[config.mk]
export PLATFORM = sky130hd
export DESIGN_NAME = memory_arbiter
export DESIGN_NICKNAME = d
export VERILOG_FILES = /design/src/rtl/memory_arbiter_pkg.sv /design/src/rtl/memory_arbiter.sv
export SDC_FILE = /design/constraint.sdc
export NUM_CORES = 1
export LEC_CHECK = 0
export BUFFER_PORTS_ARGS = -buffer_cell sky130_fd_sc_hd__buf_2
export CORE_MARGIN = 3
export CORE_UTILIZATION = 42
export DETAILED_ROUTE_END_ITERATION = 10
export PLACE_DENSITY = 0.67
export SLEW_MARGIN = 20
export SYNTH_ARGS = -nofsm -noshare
export SYNTH_HDL_FRONTEND = slang
export SYNTH_SLANG_ARGS = --single-unit
[constraint.sdc]
create_clock -name clock -period 4.55 [get_ports clock]
set_input_delay 0.6825 -clock clock [delete_from_list [all_inputs] [get_ports clock]]
set_output_delay 0.6825 -clock clock [all_outputs]
set_load 0.01 [all_outputs]
[src/rtl/memory_arbiter_pkg.sv]
`default_nettype none
// +----------------------------------------------------------------------+
// | memory_arbiter_pkg                                                   |
// | Request/response bus types shared by the core and memory side.       |
// | Rev 1.0                                                              |
// +----------------------------------------------------------------------+
package memory_arbiter_pkg;

  typedef struct packed {
    logic        mem_valid;
    logic        mem_instr;
    logic        mem_fence;
    logic        mem_spec;
    logic [1:0]  mem_mode;
    logic [31:0] mem_addr;
    logic [31:0] mem_wdata;
    logic [3:0]  mem_wstrb;
  } mem_in_type;

  typedef struct packed {
    logic [31:0] mem_rdata;
    logic        mem_error;
    logic        mem_ready;
  } mem_out_type;

endpackage
`default_nettype wire

[src/rtl/memory_arbiter.sv]
`default_nettype none
// +----------------------------------------------------------------------+
// | memory_arbiter                                                       |
// | Round-robin arbiter sharing one memory bus between imem and dmem.    |
// | Rev 1.0                                                              |
// +----------------------------------------------------------------------+
module memory_arbiter
  import memory_arbiter_pkg::*;
(
  input  logic        clock,
  input  logic        reset,
  input  mem_in_type  imem_in,
  output mem_out_type imem_out,
  input  mem_in_type  dmem_in,
  output mem_out_type dmem_out,
  output mem_in_type  mem_in,
  input  mem_out_type mem_out
);

  localparam logic [1:0] C_IDLE   = 2'd0;
  localparam logic [1:0] C_BUSY_I = 2'd1;
  localparam logic [1:0] C_BUSY_D = 2'd2;

  logic [1:0] r_state;
  logic [1:0] w_state_next;
  mem_in_type r_ipend;
  mem_in_type r_dpend;
  logic       r_last;

  logic       w_done;
  logic       w_issue_pt;
  logic       w_i_live;
  logic       w_d_live;
  logic       w_i_cand;
  logic       w_d_cand;
  logic       w_grant_i;
  logic       w_grant_d;
  mem_in_type w_i_req;
  mem_in_type w_d_req;

  assign w_done     = mem_out.mem_ready && (r_state != C_IDLE);
  assign w_issue_pt = (r_state == C_IDLE) || w_done;

  // A port's live request is ignored while it owns the bus, except on the
  // completing cycle where it may be re-issued without a bubble.
  assign w_i_live = imem_in.mem_valid && ((r_state != C_BUSY_I) || mem_out.mem_ready);
  assign w_d_live = dmem_in.mem_valid && ((r_state != C_BUSY_D) || mem_out.mem_ready);

  assign w_i_req  = w_i_live ? imem_in : r_ipend;
  assign w_d_req  = w_d_live ? dmem_in : r_dpend;
  assign w_i_cand = w_i_live || r_ipend.mem_valid;
  assign w_d_cand = w_d_live || r_dpend.mem_valid;

  // r_last high means data was granted last, so instruction wins a tie.
  assign w_grant_i = w_issue_pt && w_i_cand && (!w_d_cand || r_last);
  assign w_grant_d = w_issue_pt && w_d_cand && (!w_i_cand || !r_last);

  always_ff @(posedge clock) begin
    if (!reset) begin
      r_state <= C_IDLE;
    end else begin
      r_state <= w_state_next;
    end
  end

  always_ff @(posedge clock) begin
    if (!reset) begin
      r_ipend <= '0;
      r_dpend <= '0;
      r_last  <= 1'b1;
    end else begin
      if (w_grant_i) begin
        r_ipend <= '0;
      end else if (w_i_live) begin
        r_ipend <= imem_in;
      end
      if (w_grant_d) begin
        r_dpend <= '0;
      end else if (w_d_live) begin
        r_dpend <= dmem_in;
      end
      if (w_grant_i || w_grant_d) begin
        r_last <= w_grant_d;
      end
    end
  end

  always_comb begin
    w_state_next = r_state;
    if (w_grant_i) begin
      w_state_next = C_BUSY_I;
    end else if (w_grant_d) begin
      w_state_next = C_BUSY_D;
    end else if (w_done) begin
      w_state_next = C_IDLE;
    end
  end

  always_comb begin
    mem_in   = '0;
    imem_out = '0;
    dmem_out = '0;
    if (w_grant_i) begin
      mem_in           = w_i_req;
      mem_in.mem_valid = 1'b1;
    end else if (w_grant_d) begin
      mem_in           = w_d_req;
      mem_in.mem_valid = 1'b1;
    end
    // A ready seen in idle belongs to an abandoned transaction and is dropped.
    if (mem_out.mem_ready) begin
      case (r_state)
        C_BUSY_I: imem_out = mem_out;
        C_BUSY_D: dmem_out = mem_out;
        default:  ;
      endcase
    end
  end

endmodule
`default_nettype wire

==> impl_metrics.yaml <==
run_status:
  outcome: "completed"
clocking:
  cts_tree: "built"
  path_clk_slew_ns: 0.06
  cts_resized: 0
  insertion_delay_ns: 0.42
  cts_buffers: 17
  cts_hold_buf: 0
  cts_num_sinks: 151
  cts_setup_buffers: 0
  clockRootBuffer: "clkbuf_16"
  cts_htree_levels: 4
  cts_buffer_depth: 2
floorplan:
  initial_core_util_pct: 43.1
  die_h_um: 165
  die_w_um: 165
  io_pins: 326
  core-area_um2: 24600
  core.rowCount: 57
  dieArea_um2: 27200
grt:
  grt_usage_pct: 22.7
  grt_pass1_wl_um: 50400
  met3_usage_pct: 3.39
  grt_max_degree: 98
  antenna_found_initial: 1
  grt_pass1_vias: 9722
  use_met2_pct: 36.8
  top_usage_layer: "met2"
  grtUsageMet1_pct: 31.0
  grt_overflow_total: 0
logic_synthesis:
  synth_compound_area_share_pct: 21.1
  synth_ff_type: "dfxtp_1"
  synth_cell_type_count: 31
  synth_fa_ha_area_share_pct: 0
  synthCells: 1206
  synth_area_leaders: "dfxtp_1 (28%), a211oi_2 (14%), nor4bb_1 (11%)"
  synth-xor-area-share_pct: 0
  synth_seq_area_share_pct: 28.5
  avgSynthCellArea_um2: 8.80
  synth_top_area_cell: "dfxtp_1"
  yosysMostFrequentCell: "and2_1"
  synthMuxAreaShare_pct: 0
  yosys.area_share.simple_pct: 43.4
  synth_fp_nets: 1390
  synth_top_family_by_area: "simple AND/OR/NAND/NOR gates"
  synth-async-reset-ratio_pct: 0
  synth.top_cell.area_share_pct: 28.5
  ys_ff_latch: 151
  synth_common_cells: "and2_1 (180), dfxtp_1 (151), nor3_1 (148)"
  synth_edf_count: 0
  syn_area_um2: 10600
  ys_warn_count: 0
final_layout:
  area_growth_pct: 20.2
  final_core_util_pct: 51.9
  fillCellCount: 2287
  diodes: 0
  finish.net_count: 1597
  drive_above_1_share_pct: 37.2
detailed_routing:
  vias: 10100
  drt_iter0_drc: 663
  wl_um: 32900
  ant_nets: 0
  first_pass_iters: 5
  wl_per_cell_um: 18.8
  drc: 0
  viasPerCell: 5.78
sta:
  fin_skew_ns: 0.0135
  setup_violations: 0
  tightestPinTransition_ns: 1.07
  max_freq_ghz: 0.250
  slew_violations: 0
  final_hold_viol_count: 0
  relSlewSlack_pct: 28.6
  period_minus_slack_ns: 4.00
  grt_setup_unrepaired: "false"
  setup_tns_ns: 0
  fin_crit_sh_pct: 87.9
worst_hold_path:
  holdCritPathClass: "reg -> reg"
worst_setup_path:
  end_kind: "output port"
  critical_path.max_stage_delay_ns: 0.75
  crit_type: "reg -> out"
  cpMaxStageDelayCell: "dfxtp_4"
  start_kind: "flop"
  worstPathRequired_ns: 3.87
  cp_top_family: "buffers and inverters"
  path_cells: "buf_4 > buf_4 > and2b_1 > and3_1 > buf_2"
  crit_buf_inv: 3
  cp_common_cell: "buf_4"
  critPathMaxFanout: 61
  worst_ep_arrival_time_ns: 3.32
pwr:
  ir_drop_mv: 0.219
  power_mw: 4.05
  leakagePower_nw: 5.05
  power_density_nw_per_um2: 318
placement:
  hpwl_um: 20300
  finalWeightedCongestion: 0.774
  io_buffers: 325
flow_run:
  maxCapViolations: 0
==> final cells by class <==
cell class	instances	area [um^2]	area share (%)
clock buffer	19	443	3.47
timing repair buffer	345	1870	14.7
clock inverter	11	124	0.971
tap	324	405	3.18
multi-input combinational	897	6880	53.9
sequential	151	3030	23.7
inverter	1	6.26	0.0490
==> state kept, by name, indices dropped and copies added, names as in the netlist <==
register	count
r_dpend	74
r_last	1
r_state	2
r_ipend	74
==> cells in the final DEF (no fill, tap or decap), types with 3 or more instances in the layout <==
cell       synthesis  routed
a211oi_1          29      29
a211oi_2         118     118
a21oi_1            3       3
and2_1           180     180
and3_1            33      33
and4bb_2          25      25
buf_12             0       7
buf_2             24     322
buf_4              5      16
clkbuf_16          0      17
clkinv_2           0       3
dfxtp_1          151     149
nand2_1            3       3
nor2b_1          146     146
nor3_1           148     148
nor4bb_1         121     121
o22ai_1           73      73
==> worst paths after layout <==
| kind | start | end | slack, ns | depth (start not counted) |
|---|---|---|---|---|
| max | r_state[1]$_SDFFE_PP0P_ | imem_out[20] | 0.55 | 5 |
| min | r_ipend[73]$_SDFFE_PP0N_ | r_ipend[73]$_SDFFE_PP0N_ | 0.58 | 2 |
| max reg2reg | r_state[1]$_SDFFE_PP0P_ | r_ipend[35]$_SDFF_PP0_ | 1.46 | 5 |
| min reg2reg | r_ipend[73]$_SDFFE_PP0N_ | r_ipend[73]$_SDFFE_PP0N_ | 0.58 | 2 |
==> power by group <==
group	total (mW)	switching, mW	internal, mW
clock network	1.41	0.590	0.820
registers	1.47	0.0577	1.41
logic	1.17	0.686	0.488
total	4.05	1.33	2.72
==> per-layer routing <==
metal	part of all wire [%]	routed length, um
met1	45	14900
met5	0.040	13
met2	47	15600
met3	5.4	1770
met4	2.0	653
==> worst reg2reg max path, cell delays in order (launching register included) <==
cell and delay, ns:
dfxtp_4 0.75, buf_4 0.58, nor4b_2 0.46, o311a_2 0.68
buf_12 0.35, nor3_1 0.11
==> kinds of logic after synthesis <==
logic type	count (synthesis)
flops	151
compound gates	231
simple gates	666
buf+inv	158
==> metrics by stage <==
stage	setup WS, ns	cell area [um^2]	hold slack (ns)	instances
global placement	0.948	12200	0.545	1718
global route	0.364	12800	0.632	1748
CTS	0.581	12800	0.579	1748
detailed placement	0.965	12200	0.568	1718
floorplan	2.04	10600	0.477	1206
finish	0.552	12800	0.576	1748
Note: power is estimated with default switching activity, not from simulation.
